`config.mk`:
```
export PLATFORM = sky130hd
export DESIGN_NAME = uart_rx_core
export DESIGN_NICKNAME = d
export VERILOG_FILES = /design/src/rtl/uart_rx_core.sv
export SDC_FILE = /design/constraint.sdc
export NUM_CORES = 1
export LEC_CHECK = 0
export BUFFER_PORTS_ARGS = -buffer_cell sky130_fd_sc_hd__buf_4
export CORE_MARGIN = 4
export CORE_UTILIZATION = 40
export DETAILED_ROUTE_END_ITERATION = 16
export PLACE_DENSITY = 0.57
export SYNTH_ARGS = -nofsm -noshare
export SYNTH_HDL_FRONTEND = slang
export SYNTH_SLANG_ARGS = --single-unit
```
`constraint.sdc`:
```
create_clock -name clk -period 2.3 [get_ports clk]
set_clock_uncertainty 0.1 [all_clocks]
set_input_delay 0.46 -clock clk [delete_from_list [all_inputs] [get_ports clk]]
set_output_delay 0.46 -clock clk [all_outputs]
set_load 0.03 [all_outputs]
```
`src/rtl/uart_rx_core.sv`:
```
// UART receive core: 2-flop input synchroniser, mid-bit start validation and
// centre sampling of data, optional parity and 1-2 stop bits.
//
// state  | meaning
// IDLE   | line idle; waiting for a low rxs while armed
// START  | counting to the start-bit centre to reject glitches
// DATA   | sampling data bits LSB first at bit centres
// PARITY | sampling the parity bit and computing perr
// STOP   | sampling stop bits; delivers the frame after the last one
module uart_rx_core #(
  parameter int CLKS_PER_BIT = 16,
  parameter int DATA_BITS    = 8,
  parameter int PARITY_MODE  = 0,
  parameter int STOP_BITS    = 1
) (
  input  logic                 clk,
  input  logic                 rst,
  input  logic                 rx,
  output logic [DATA_BITS-1:0] data_out,
  output logic                 data_valid,
  output logic                 parity_err,
  output logic                 frame_err,
  output logic                 busy,
  output logic [4:0]           state
);

  localparam int CW = $clog2(CLKS_PER_BIT);
  localparam int IW = $clog2(DATA_BITS + 1);
  localparam logic [CW-1:0] HALF_M1   = CW'(CLKS_PER_BIT / 2 - 1);
  localparam logic [CW-1:0] BIT_M1    = CW'(CLKS_PER_BIT - 1);
  localparam logic [IW-1:0] LAST_DATA = IW'(DATA_BITS - 1);
  localparam logic [IW-1:0] LAST_STOP = IW'(STOP_BITS - 1);

  typedef enum logic [4:0] {
    IDLE   = 5'b00001,
    START  = 5'b00010,
    DATA   = 5'b00100,
    PARITY = 5'b01000,
    STOP   = 5'b10000
  } state_t;

  state_t               state_q;
  state_t               state_d;
  logic                 rx_meta;
  logic                 rxs;
  logic                 armed;
  logic                 ferr;
  logic                 perr;
  logic [CW-1:0]        bit_cnt;
  logic [IW-1:0]        idx;
  logic [DATA_BITS-1:0] shreg;
  logic                 mid_tick;
  logic                 end_tick;
  logic                 done;

  assign mid_tick = (bit_cnt == HALF_M1);
  assign end_tick = (bit_cnt == BIT_M1);
  assign done     = (state_q == STOP) && end_tick && (idx == LAST_STOP);
  assign busy     = (state_q != IDLE);
  assign state    = state_q;

  always_comb begin
    state_d = state_q;
    case (state_q)
      IDLE:   if (!rxs && armed) state_d = START;
      START:  if (mid_tick) state_d = rxs ? IDLE : DATA;
      DATA:   if (end_tick && idx == LAST_DATA) state_d = (PARITY_MODE != 0) ? PARITY : STOP;
      PARITY: if (end_tick) state_d = STOP;
      STOP:   if (end_tick && idx == LAST_STOP) state_d = IDLE;
      default: state_d = IDLE;
    endcase
  end

  always_ff @(posedge clk) begin
    if (rst) begin
      rx_meta    <= 1'b1;
      rxs        <= 1'b1;
      state_q    <= IDLE;
      bit_cnt    <= '0;
      idx        <= '0;
      armed      <= 1'b1;
      ferr       <= 1'b0;
      perr       <= 1'b0;
      shreg      <= '0;
      data_out   <= '0;
      data_valid <= 1'b0;
      parity_err <= 1'b0;
      frame_err  <= 1'b0;
    end else begin
      rx_meta    <= rx;
      rxs        <= rx_meta;
      state_q    <= state_d;
      data_valid <= done;

      // bit_cnt wraps explicitly so non-power-of-two bit periods work
      if (state_d != state_q || state_q == IDLE || end_tick) bit_cnt <= '0;
      else bit_cnt <= bit_cnt + CW'(1);

      // a frame ending in a framing error disarms until the line goes high (break)
      if (done && (ferr || !rxs)) armed <= 1'b0;
      else if (rxs) armed <= 1'b1;

      if (state_q != START && state_d == START) begin
        ferr <= 1'b0;
        perr <= 1'b0;
      end

      case (state_q)
        START: if (mid_tick) idx <= '0;
        DATA: if (end_tick) begin
          for (int i = 0; i < DATA_BITS; i++) begin
            if (idx == IW'(i)) shreg[i] <= rxs;
          end
          idx <= (idx == LAST_DATA) ? '0 : idx + IW'(1);
        end
        PARITY: if (end_tick) begin
          perr <= (^shreg) ^ rxs ^ (PARITY_MODE == 1);
          idx  <= '0;
        end
        STOP: if (end_tick) begin
          if (!rxs) ferr <= 1'b1;
          if (idx == LAST_STOP) begin
            data_out   <= shreg;
            parity_err <= perr;
            frame_err  <= ferr | !rxs;
          end else begin
            idx <= idx + IW'(1);
          end
        end
        default: ;
      endcase
    end
  end

endmodule
```
# Word level (Yosys, flattened, before mapping)

Cells that the tools add are included.
W data, S select, Z words.

Flip-flop bits (word level): 37
Input port bits: 3
Output and inout port bits: 17
Word-level logic and storage cells: 96

Add/subtract/negate cells: 2
Equal/unequal tests: 23
Multiplexer cells: 23
Bitwise gates (word level): 2
Reduce and logical (&&, ||, !) cells: 26

Operator list:

| kind                  | count |
|---|---|
| $reduce_and A3 Y1     | 9 |
| $mux W5               | 5 |
| $pmux W5 S5           | 1 |
| $mux W4               | 6 |
| $eq A4 B3 Y1 const B  | 5 |
| $pmux W4 S4           | 1 |
| $eq A5 B2 Y1 const B  | 2 |
| $ne A2 B2 Y1 const B  | 5 |
| $mux W1               | 9 |
| $add A4 B1 Y4 const B | 2 |
| $eq A4 B2 Y1 const B  | 2 |
| $reduce_xor A8 Y1     | 1 |
| $logic_and A1 B1 Y1   | 7 |
| $reduce_and A6 Y1     | 1 |
| $eq A5 B1 Y1 const B  | 1 |
| $eq A5 B3 Y1 const B  | 1 |
| $eq A5 B4 Y1 const B  | 1 |
| $eq A5 B5 Y1 const B  | 1 |
| $ne A5 B1 Y1 const B  | 1 |
| $ne A5 B2 Y1 const B  | 1 |
| $ne A5 B5 Y1          | 1 |
| $eq A4 B1 Y1 const B  | 1 |
| $eq A4 B4 Y1 const B  | 1 |
| $logic_not A4 Y1      | 1 |
| 8 further kinds       | 10 |

# Depth between registers and ports, before layout

Depth after elaboration: 10
Mapped depth: 8
Mapped depth without buffers: 7

# Least setup slack after synthesis

No wires, ideal clock.

Path type: reg-to-reg
From: reg state_q[2] (netlist: state[2])
To: reg shreg[3]
Setup time: 0.128 ns
Data arrival time: 1.827 ns
Path slack: 0.246 ns
Cell stages (with the launch flop): 7
Period minus slack after synthesis: 2.054 ns
Cells stage by stage: dfxtp_1 > buf_6 > or3b_4 > nor4_2 > and3_1 > mux2i_1 > nor2_1

Word-level cells in the longest chain between the ends: 2

RTL lines:

| element                        | line | RTL |
|---|---|---|
| start: declaration             | 42   | `state_t state_q;` |
| start signal: assignment       | 92   | `state_q <= state_d;` |
| $eq A5 B3 Y1                   | 108  | `case (state_q)` |
| $reduce_and A3 Y1 (no line)    | -    |  |
| end signal: indexed assignment | 112  | `if (idx == IW'(i)) shreg[i] <= rxs;` |
| end: declaration               | 51   | `logic [DATA_BITS-1:0] shreg;` |

Every way passes these cells.
A chain may end at the register's enable or synchronous reset.

# Worst setup path after layout

From: reg idx[0]
To: reg idx[2]

Word-level cells in the longest chain between the ends: 4
Elaborated cells between the ends (all ways): 10
Those cells by class: 1 x add/sub; 2 x eq/ne; 5 x mux; 2 x reduce/logical

RTL lines:

| element                                       | line     | RTL |
|---|---|---|
| start: declaration                            | 50       | `logic [IW-1:0] idx;` |
| start signal: assignment                      | 114      | `idx <= (idx == LAST_DATA) ? '0 : idx + IW'(1);` |
| start signal: assignment                      | 127      | `idx <= idx + IW'(1);` |
| $add A4 B1 Y4 or $eq A4 B3 Y1 (tied branches) | 114, 127 |  |
| $mux W4, on equally long branches             | 122, 114 |  |
| $mux W4, on equally long branches             | 120, 110 |  |
| $pmux W4 S4                                   | 108      |  |

Several ways; a longest one is shown, not always the timed one. The select of a mux whose other input is x is not followed.

==> flow_summary.json <==
{
  "path_clk_slew_ps": 70,
  "drt_wl_total_mm": 4.28,
  "postCtsResizedCells": 0,
  "final_max_slew_viol_count": 0,
  "cts-buffers-inserted": 5,
  "cts_max_level": 2,
  "core-area_um2": 4690,
  "setup_viol": 0,
  "crit_arrival_ps": 2350,
  "ys_top_cells_by_area": "dfxtp_1 (38%), mux2i_1 (7.8%), nor2_1 (6.2%)",
  "syn_area_per_cell_um2": 8.74,
  "grtUsageTotal_pct": 15.2,
  "worstReg2RegStart": "idx[0]",
  "via_count": 1641,
  "seq_area_frac_synth_pct": 38.3,
  "synth.distinct_cells": 48,
  "worstSetupEndpointType": "flip-flop",
  "drt.antenna.violating_nets": 0,
  "max_freq_mhz": 447,
  "viasPerCell": 5.43,
  "grt_start_max_net_pins": 33,
  "dieArea_um2": 6010,
  "required_ps": 2410,
  "hp-class": "in -> reg",
  "fp-row-count": 25,
  "cts_setup_buffers": 0,
  "die_x_um": 77.5,
  "fillers": 467,
  "yosys.area.top_type": "dfxtp_1",
  "synth_ff_type": "dfxtp_1",
  "cts_sinks": 37,
  "peakVddDrop_uv": 303,
  "yosys.area.top_type_share_pct": 38.3,
  "root_buffer": "clkbuf_8",
  "r2r_end": "idx[2]",
  "diodes": 0,
  "syn_inst": 221,
  "cts_tree": "built",
  "p_leak_nw": 0.944,
  "first_global_vias": 1551,
  "crit_type": "reg -> reg",
  "nets": 255,
  "place_ws_ps": 137,
  "path_max_fanout": 7,
  "gr-total-overflow": 0,
  "drive_above_1_share_pct": 20.2,
  "powerDensity_nw_per_um2": 510,
  "dr.pass1.iters": 4,
  "hpwl_mm": 3.12,
  "relSlewSlack_pct": 67.9,
  "routedWlPerCell_um": 14.2,
  "endpoint": "idx[2]",
  "syn-cell-area_um2": 1930,
  "fin_crit_sh_pct": 97.2,
  "routabilityCongestion": 0.938,
  "drt-initial-drc-count": 121,
  "syn-num-nets": 229,
  "grt_pass1_wl_mm": 7.42,
  "async_flop_share_pct": 0,
  "cp-startpoint": "idx[0]",
  "ctsHoldBuffers": 0,
  "finalHoldViolCount": 0,
  "ioPinCount": 20,
  "yosysWarnings": 0,
  "syn2layout_area_growth_pct": 17.0,
  "start_util_pct": 41.2,
  "fin_crit_ps": 2240,
  "status": "finished, final reports clean",
  "antenna_found_initial": 0,
  "die_h_um": 77.5,
  "ys_ff_latch": 37,
  "setup_slack_ps": 64.8,
  "start_kind": "flip-flop",
  "io_buffers": 19,
  "power_w": 0.00115,
  "r2r_slack_ps": 60,
  "clockBufferDepth": 2,
  "synth_edf_count": 0,
  "worst-r2r-cell-count": 7,
  "drcViolationCount": 0,
  "maxCapViolations": 0,
  "worstMarginPinSlew_ps": 478,
  "insertion_delay_ps": 280
}
## synth_stat cells (4+ instances only)
cell type / count
clkbuf_1: 8
ha_1: 5
inv_1: 8
nor2_1: 32
nand2_1: 14
nand3_1: 9
nand3b_1: 4
buf_2: 4
nand4_1: 5
dfxtp_1: 37
mux2i_1: 15
o21ai_0: 9
a21oi_1: 15
xnor2_1: 6
xor2_1: 4
## cell families (layout without fill, tap and decap cells)
logic type	after synthesis	count (layout)	synth area share, %
buffers and inverters	21	48	4.73
AOI/OAI and AO/OA	42	42	15.3
and+or+nand+nor	90	90	24.9
adders and majority gates	5	5	3.24
xor gates and xnor gates	11	11	5.70
muxes	15	15	7.77
DFF	37	37	38.3
## stage by stage
stage | utilization, % | std cells | hold WS [ps] | setup TNS [ps] | cell area [um^2]
final | 48.2 | 302 | 253 | 0 | 2260
after global routing | 48.2 | 302 | 248 | -11.1 | 2260
after CTS | 48.0 | 301 | 248 | 0 | 2250
after detailed placement | 46.3 | 293 | 299 | 0 | 2170
after global placement | 46.3 | 293 | 295 | 0 | 2170
after floorplan | - | 221 | 289 | 0 | 1930
## how the worst min path moves through the flow
stage	from	to	slack, ps	depth (start not counted)
global route	rx	rx_meta	250	2
finish	rx	rx_meta	250	2
detailed placement	rx_meta	rxs	300	1
global placement	rx_meta	rxs	290	1
CTS	rx	rx_meta	250	2
floorplan	rx_meta	rxs	290	1
## cell type report
| type | instances | area, um^2 | area share [%] |
|---|---|---|---|
| multi-input combinational | 163 | 1100 | 48.6 |
| sequential | 37 | 741 | 32.8 |
| timing repair buffer | 32 | 240 | 10.6 |
| clock buffer | 6 | 72.6 | 3.21 |
| tap | 54 | 67.6 | 2.99 |
| inverter | 8 | 30.0 | 1.33 |
| clock inverter | 2 | 10.0 | 0.443 |
## routing by layer
metal	vias to the layer above	GRT usage, %	routed length (um)
li1	836	-	-
met4	0	5.34	63
met3	6	2.90	166
met5	-	0	0
met1	764	21.3	2070
met2	35	23.2	1970
## sequential cells by signal, summed over array words and instances, names as in the netlist
register    cells
data_out        8
shreg           8
state           5
bit_cnt         4
idx             4
armed           1
data_valid      1
ferr            1
frame_err       1
parity_err      1
perr            1
rx_meta         1
rxs             1
## power breakdown
part / switching (W) / total [W] / internal (W)
clock: 0.000224 / 0.000434 / 0.000210
combinational: 0.0000401 / 0.0000658 / 0.0000256
sequential: 0.00000804 / 0.000653 / 0.000645
total: 0.000273 / 0.00115 / 0.000880
## worst max-delay path, cell delays in order, from the launching register on
cell	delay, ps
dfxtp_1	400
inv_1	100
ha_1	240
nor3b_1	190
a221oi_2	340
o21ai_2	160
or4_1	500
a21oi_1	140
## cell usage in the layout, fill, tap and decap left out, types with 2 or more instances in the layout
cell,count
inv_1,8
xor2_1,4
dfxtp_1,37
mux2i_1,15
ha_1,5
or3_1,2
nand4_1,5
a21oi_1,15
nand2_1,14
o2111ai_1,3
nand3b_1,4
nor3_1,3
nor4b_2,2
and3_1,3
buf_4,32
clkinv_2,2
o21ai_0,9
xnor2_1,6
or2_2,3
nor2_1,32
nor3b_1,2
nand3_1,9
clkbuf_8,5
nand2b_1,2
o21ai_1,2
Note: power is estimated with default switching activity, not from simulation.
